File: src/rtl/seq_mult_nb.sv
// seq_mult_nb: sequential shift-and-add multiplier with a START/BUSY/DONE handshake.
// One multiplier bit is retired per clock, so a result takes N steps after acceptance.
// Optional build macro SIGNED_MULT_EN: operands are two's complement, the right shift
// is arithmetic and the final (sign-bit) step subtracts the multiplicand.
module seq_mult_nb #(
  parameter int N  = 5,
  parameter int CW = $clog2(N + 1)
) (
  input  logic           CLK,
  input  logic           RST,
  input  logic           START,
  input  logic [N-1:0]   A,
  input  logic [N-1:0]   B,
  output logic           BUSY,
  output logic           DONE,
  output logic [2*N-1:0] PRODUCT
);

  typedef enum logic [1:0] {
    S_IDLE = 2'd0,
    S_RUN  = 2'd1,
    S_DONE = 2'd2
  } state_t;

  state_t           state, state_nxt;
  logic [N-1:0]     mcand;
  // The extra top bit of acc is a carry (unsigned) or sign (signed) guard bit.
  logic [2*N:0]     acc;
  logic [CW-1:0]    cnt;
  logic [2*N-1:0]   product;

  logic             accept;
  logic             last_step;
  logic [N:0]       addend;
  logic [N:0]       upper_sum;
  logic [2*N:0]     acc_step;

  assign accept    = START && ((state == S_IDLE) || (state == S_DONE));
  assign last_step = (state == S_RUN) && (cnt == CW'(N - 1));
  assign PRODUCT   = product;

  // State register.
  always_ff @(posedge CLK) begin
    if (RST) state <= S_IDLE;
    else     state <= state_nxt;
  end

  // Next-state logic and handshake outputs decoded from the state.
  always_comb begin
    state_nxt = state;
    BUSY      = 1'b0;
    DONE      = 1'b0;
    case (state)
      S_IDLE: begin
        if (START) state_nxt = S_RUN;
      end
      S_RUN: begin
        BUSY = 1'b1;
        if (cnt == CW'(N - 1)) state_nxt = S_DONE;
      end
      S_DONE: begin
        DONE      = 1'b1;
        state_nxt = START ? S_RUN : S_IDLE;
      end
      default: state_nxt = S_IDLE;
    endcase
  end

  // One shift-and-add step: conditional add into the upper half, then a right shift.
  always_comb begin
`ifdef SIGNED_MULT_EN
    addend = {mcand[N-1], mcand};
    if (acc[0])
      // The multiplier's sign bit has negative weight, so the last step subtracts.
      upper_sum = last_step ? (acc[2*N:N] - addend) : (acc[2*N:N] + addend);
    else
      upper_sum = acc[2*N:N];
    acc_step = {upper_sum[N], upper_sum, acc[N-1:1]};
`else
    addend    = {1'b0, mcand};
    upper_sum = acc[0] ? (acc[2*N:N] + addend) : acc[2*N:N];
    acc_step  = {1'b0, upper_sum, acc[N-1:1]};
`endif
  end

  // Multiplicand capture; held for the whole operation so later A changes are ignored.
  always_ff @(posedge CLK) begin
    if (accept) mcand <= A;
  end

  // Accumulator, step counter and result register.
  always_ff @(posedge CLK) begin
    if (RST) begin
      acc     <= '0;
      cnt     <= '0;
      product <= '0;
    end else if (accept) begin
      acc <= {{(N + 1){1'b0}}, B};
      cnt <= '0;
    end else if (state == S_RUN) begin
      acc <= acc_step;
      cnt <= cnt + CW'(1);
      if (last_step) product <= acc_step[2*N-1:0];
    end
  end

endmodule

File: config.mk
export PLATFORM = sky130hd
export DESIGN_NAME = seq_mult_nb
export DESIGN_NICKNAME = d
export VERILOG_FILES = /design/src/rtl/seq_mult_nb.sv
export SDC_FILE = /design/constraint.sdc
export NUM_CORES = 1
export LEC_CHECK = 0
export ABC_AREA = 1
export CAP_MARGIN = 20
export CORE_UTILIZATION = 50
export DETAILED_ROUTE_END_ITERATION = 8
export GPL_ROUTABILITY_DRIVEN = 1
export PLACE_DENSITY = 0.74
export SLEW_MARGIN = 10
export SYNTH_ARGS = -nofsm -noshare
export SYNTH_HDL_FRONTEND = slang
export SYNTH_SLANG_ARGS = --single-unit
File: constraint.sdc
create_clock -name CLK -period 4.8 [get_ports CLK]
set_clock_uncertainty 0.15 [all_clocks]
set_input_delay 0.72 -clock CLK [delete_from_list [all_inputs] [get_ports CLK]]
set_output_delay 0.72 -clock CLK [all_outputs]
set_load 0.005 [all_outputs]
==> flow_metrics.py, run 1 <==
metrics = {
    "floorplanning": {
        "die_y_um": 55.23,
        "ios": 25,
        "num_rows": 18,
        "dieArea_um2": 3050,
        "core-area_um2": 2567,
        "die_x_um": 55.23,
        "initial_core_util_pct": 55.17,
    },
    "final_layout": {
        "diodes": 0,
        "final_cell_mix": "39 x nand2_1, 28 x inv_1, 25 x dfxtp_1, 24 x clkdlybuf4s50_1, 19 x nand3_1",
        "drive_above_1_share_pct": 7.143,
        "area_delta_synth_final_pct": 21.64,
        "finish.utilization_pct": 67.11,
        "final_cell_count_no_fill": 240,
        "multi_input_area_um2": 609.3,
        "nets": 231,
        "design_area_um2": 1723,
        "layout_commonest_cell": "nand2_1",
        "nFillCells": 243,
        "seqCellArea_um2": 650.6,
    },
    "power": {
        "pwr_density_cell_nw_per_um2": 285.3,
        "cellLeakagePower_nw": 0.7811,
        "ir_worst_vdd_uv": 249.0,
    },
    "place": {
        "portBuffers": 24,
        "hpwl_um": 2331,
        "place_area_um2": 1668,
        "routabilityCongestion": 0.7985,
        "placedCellCount": 233,
    },
    "logic_synthesis": {
        "synthCells": 183,
        "syn_area_per_cell_um2": 7.740,
        "synth_ff_type": "dfxtp_1",
        "ys_warn_count": 0,
        "syn_area_um2": 1416,
        "synth_area_leaders": "dfxtp_1 35%, edfxtp_1 11%, nand2_1 10%",
        "synth-seq-cells": 30,
        "synthArstFlopShare_pct": 0,
        "syn_nets": 204,
        "synth_edf_count": 5,
        "ys_types": 19,
        "seq_area_frac_synth_pct": 45.94,
        "yosysTopAreaCell": "dfxtp_1",
        "synth_top_area_share_pct": 35.34,
    },
    "global_route": {
        "grt_max_degree": 15,
        "grt-busiest-layer": "met2",
        "use_met2_pct": 39.07,
        "grt_usage_pct": 22.69,
        "overflow": 0,
        "gr-usage-met1_pct": 27.46,
        "grt_use_met3_pct": 5.152,
        "grt_first_pass_wirelength_um": 5423,
        "antenna_found_initial": 0,
        "grt_pass1_vias": 1261,
    },
    "worst_setup_path": {
        "cp-end-kind": "output port",
        "reg2regPathDepth": 9,
        "arrival_ns": 1.58,
        "critPathRequiredTime_ns": 3.93,
        "slowest_stage": "clkdlybuf4s50_1",
        "startpoint_type": "register",
        "path_cells": "inv_2 > nor2_4 > clkdlybuf4s50_1",
        "timing_worst_setup_path_type": "reg2out",
        "cp_slowest_stage_delay_ns": 0.57,
        "cp_max_fo": 14,
    },
    "cts": {
        "h-tree-depth": 2,
        "clkSinkCount": 30,
        "postCtsHoldBufs": 0,
        "cts_resized": 0,
        "postCtsSetupRepairBufs": 0,
        "cts_buffer_depth": 2,
        "cts_buffers": 5,
        "tritoncts": "yes",
        "clock_latency_ns": 0.33,
        "clkSlewWorstSetupHoldPaths_ns": 0.09,
        "clockRootBuffer": "clkbuf_4",
    },
    "route": {
        "wirelength_um": 3049,
        "first_iter_violations": 44,
        "via_count": 1247,
        "vias_per_cell": 5.196,
        "post_drt_wl_per_cell_um": 12.70,
        "drt_pre_antenna_iters": 6,
        "antenna_left": 0,
        "drcViolationCount": 0,
    },
    "timing": {
        "rsz0062_at_grt": "no",
        "final_max_slew_viol_count": 0,
        "setup_tns_ns": 0,
        "fmaxAchievable_mhz": 407.9,
        "post-route-min-period_ns": 2.451,
        "hold_violations": 0,
        "worst_slew_pin_slew_ns": 0.4269,
        "slew_headroom_pct": 71.45,
        "period_share_pct": 51.07,
        "setup_viol": 0,
    },
    "min_path": {
        "min_path_type": "reg2reg",
        "whs_path_depth": 2,
    },
    "run_status": {
        "outcome": "completed",
    },
    "flow_run": {
        "cap_violations": 0,
    },
}
-- logic make-up (layout without fill, tap and decap cells) --
group / after synthesis / in the layout / synth area share, %
flip-flops: 30 / 30 / 45.94
AO/OA/AOI/OAI: 34 / 34 / 12.19
adder cells (fa/ha/maj): 8 / 8 / 7.597
AND/OR/NAND/NOR: 73 / 73 / 23.23
buffers and inverters: 38 / 65 / 11.04
-- worst max-delay path, delay by kind of cell (launching register included) --
family	cells	cell delay [ns]
buffers and inverters	2	0.63
flip-flops	1	0.36
AND/OR/NAND/NOR	1	0.27
-- area by class of cell --
class                           instances  area share (%)
Sequential cell                        30           37.76
Clock buffer                            7           3.195
Tap cell                               30           2.179
Timing Repair Buffer                   24           13.94
Inverter                               34           7.553
Multi-Input combinational cell        115           35.37
-- worst paths after layout --
check / start / end / slack (ns)
max: state[0] / BUSY / 2.35
min: PRODUCT[5] / PRODUCT[5] / 0.33
max reg2reg: acc[5] / acc[6] / 2.98
min reg2reg: PRODUCT[5] / PRODUCT[5] / 0.33
-- Yosys cell counts (2+ instances only) --
library cell  number
nand3_1           19
edfxtp_1           5
o21ai_1            7
ha_1               7
buf_2              3
inv_2              5
a31oi_1            2
a21oi_1           14
dfxtp_1           25
nor2_1            12
nand2_1           39
inv_1             28
o21ai_0           11
-- layer usage --
layer | vias up | wire length, um | part of all wire (%)
met1 | 578 | 1347 | 44
met2 | 22 | 1530 | 50
met3 | 10 | 114 | 3.7
li1 | 637 | - | -
met4 | 0 | 56 | 1.8
met5 | - | 0 | 0
-- power by group --
group          switching (W)  leakage [nW]  internal, W
combinational      0.0000396         0.499    0.0000262
clock              0.0000842        0.0314    0.0000691
sequential        0.00000667         0.251     0.000266
total               0.000130         0.781     0.000361
-- stage by stage --
| stage | setup WS, ns | power, W | hold WS, ns |
|---|---|---|---|
| 2_1_floorplan | 3.188 | 0.0003216 | 0.2847 |
| 3_3_place_gp | 2.570 | 0.0003402 | 0.2962 |
| 3_5_place_dp | 2.542 | 0.0003434 | 0.3143 |
| 4_1_cts | 2.347 | 0.0004942 | 0.3267 |
| 5_1_grt | 2.262 | 0.0005158 | 0.3434 |
| 6_report | 2.349 | 0.0004915 | 0.3270 |
-- flip-flops by register name, indices dropped and copies added (netlist names) --
signal / flops
state: 2
cnt: 3
mcand: 5
acc: 10
PRODUCT: 10
Note: power is estimated with default switching activity, not from simulation.
==> run 2: changes to the inputs <==
--- a/config.mk
+++ b/config.mk
@@ -7,10 +7,10 @@
 export LEC_CHECK = 0
 export ABC_AREA = 1
 export CAP_MARGIN = 20
-export CORE_UTILIZATION = 50
+export CORE_UTILIZATION = 46
 export DETAILED_ROUTE_END_ITERATION = 8
 export GPL_ROUTABILITY_DRIVEN = 1
-export PLACE_DENSITY = 0.74
+export PLACE_DENSITY = 0.72
 export SLEW_MARGIN = 10
 export SYNTH_ARGS = -nofsm -noshare
 export SYNTH_HDL_FRONTEND = slang
==> constraint.sdc (replaced) <==
create_clock -name CLK -period 2.21 [get_ports CLK]
set_clock_uncertainty 0.15 [all_clocks]
set_input_delay 0.3315 -clock CLK [delete_from_list [all_inputs] [get_ports CLK]]
set_output_delay 0.3315 -clock CLK [all_outputs]
set_load 0.005 [all_outputs]
==> flow_metrics.py, run 2 (same netlist as run 1, synthesis figures left out) <==
metrics = {
    "run_status": {
        "outcome": "finished, violations left",
        "violations": "DRC",
    },
    "global_route": {
        "overflow": 0,
        "grt_usage_pct": 20.35,
        "grt_pass1_vias": 1145,
        "grt_first_pass_wirelength_um": 4974,
        "antenna_found_initial": 0,
        "grt_max_degree": 15,
    },
    "timing": {
        "fin_ws_ns": 0.1277,
        "slew_headroom_pct": 73.79,
        "setup_viol": 0,
        "setup_tns_ns": 0,
        "fmaxAchievable_mhz": 480.2,
        "final_max_slew_viol_count": 0,
        "worst_slew_pin_slew_ns": 0.3928,
        "rsz0062_at_grt": "no",
        "hold_violations": 0,
        "post-route-min-period_ns": 2.082,
        "period_share_pct": 94.22,
    },
    "final_layout": {
        "design_area_um2": 1739,
        "nets": 232,
        "nFillCells": 271,
        "multi_input_area_um2": 609.3,
        "drive_above_1_share_pct": 8.491,
        "diodes": 0,
        "layout_commonest_cell": "nand2_1",
        "area_delta_synth_final_pct": 22.79,
        "seqCellArea_um2": 650.6,
        "final_cell_mix": "39 x nand2_1, 28 x inv_1, 25 x dfxtp_1, 24 x clkdlybuf4s50_1, 19 x nand3_1",
    },
    "power": {
        "pwr_density_cell_nw_per_um2": 623.8,
        "p_seq_share_pct": 54.6,
        "p_clk_share_pct": 32.2,
        "power_frac_comb_pct": 13.2,
        "power.net_switching_w": 0.0002957,
        "p_sw_share_pct": 27.25,
        "p_total_w": 0.001085,
        "cellLeakagePower_nw": 0.7931,
        "p_int_w": 0.0007892,
        "ir_worst_vdd_uv": 443.0,
    },
    "floorplanning": {
        "num_rows": 19,
        "dieArea_um2": 3305,
        "die_x_um": 57.49,
        "initial_core_util_pct": 50.07,
        "core-area_um2": 2829,
        "ios": 25,
        "die_y_um": 57.49,
    },
    "place": {
        "portBuffers": 24,
        "place_area_um2": 1677,
        "routabilityCongestion": 0.8900,
        "hpwl_um": 2197,
        "post-place-ws_ns": 0.4084,
    },
    "route": {
        "first_iter_violations": 36,
        "via_count": 1220,
        "wirelength_um": 2869,
        "drt_pre_antenna_iters": 6,
        "vias_per_cell": 5.021,
        "drcViolationCount": 2,
        "antenna_left": 0,
        "post_drt_wl_per_cell_um": 11.81,
    },
    "cts": {
        "postCtsSetupRepairBufs": 0,
        "cts_buffers": 5,
        "tritoncts": "yes",
        "cts_resized": 0,
        "cts_buffer_depth": 2,
        "h-tree-depth": 2,
        "clock_latency_ns": 0.33,
        "clkSlewWorstSetupHoldPaths_ns": 0.11,
        "clkSinkCount": 30,
        "postCtsHoldBufs": 0,
        "clockRootBuffer": "clkbuf_4",
    },
    "flow_run": {
        "cap_violations": 0,
    },
    "worst_setup_path": {
        "critPathRequiredTime_ns": 1.73,
        "startpoint_type": "register",
        "arrival_ns": 1.60,
        "timing_worst_setup_path_type": "reg2out",
        "cp_max_fo": 14,
        "cp-end-kind": "output port",
    },
    "min_path": {
        "min_path_type": "reg2reg",
    },
}
run 2: cell count changes in the layout (fill, tap and decap cells not counted):
cell | previous run | this run
inv_4 | 1 | 2
clkbuf_1 | 1 | 0
clkinv_2 | 0 | 1
buf_4 | 0 | 1
run 2: per-layer routing:
layer	routed length, um	up-vias	global-route usage, %	part of all wire, %
li1	-	639	-	-
met1	1325	558	25.14	46
met2	1379	18	33.55	48
met3	124	5	4.762	4.3
met4	41	0	9.408	1.4
met5	0	-	0	0
run 2: stage by stage:
stage	hold WS [ns]	util, %	std cells
6_report	0.3196	61.48	243
5_1_grt	0.3454	61.48	243
4_1_cts	0.3223	61.48	243
3_5_place_dp	0.3059	59.27	235
3_3_place_gp	0.2957	59.27	235
2_1_floorplan	0.2804	-	183
run 2: cell type report:
class	instances	share of cell area, %
tap	31	2.230
clock buffer	6	2.950
clock inverter	2	0.6475
sequential	30	37.41
multi-input combinational	115	35.04
inverter	34	7.482
timing repair buffer	25	14.24
run 2: critical path: stages, from the launching register on:
cell,delay (ns)
dfxtp_1,0.37
inv_2,0.06
nor2_4,0.27
clkdlybuf4s50_1,0.57
run 2: power groups by stage:
stage	sequential [W]	clock [W]	combinational, W
final	0.000592	0.000349	0.000143
after global routing	0.000595	0.000376	0.000164
after floorplan	0.000598	0	0.000100
after CTS	0.000592	0.000361	0.000143
after global placement	0.000604	0	0.000138
after detailed placement	0.000605	0	0.000142
run 2: worst paths after layout:
path | slack (ns) | from | to | depth (start not counted)
max reg2reg | 0.42 | acc[5] | acc[6] | 9
max | 0.13 | state[0] | BUSY | 3
min | 0.32 | cnt[2] | cnt[2] | 2
min reg2reg | 0.32 | cnt[2] | cnt[2] | 2
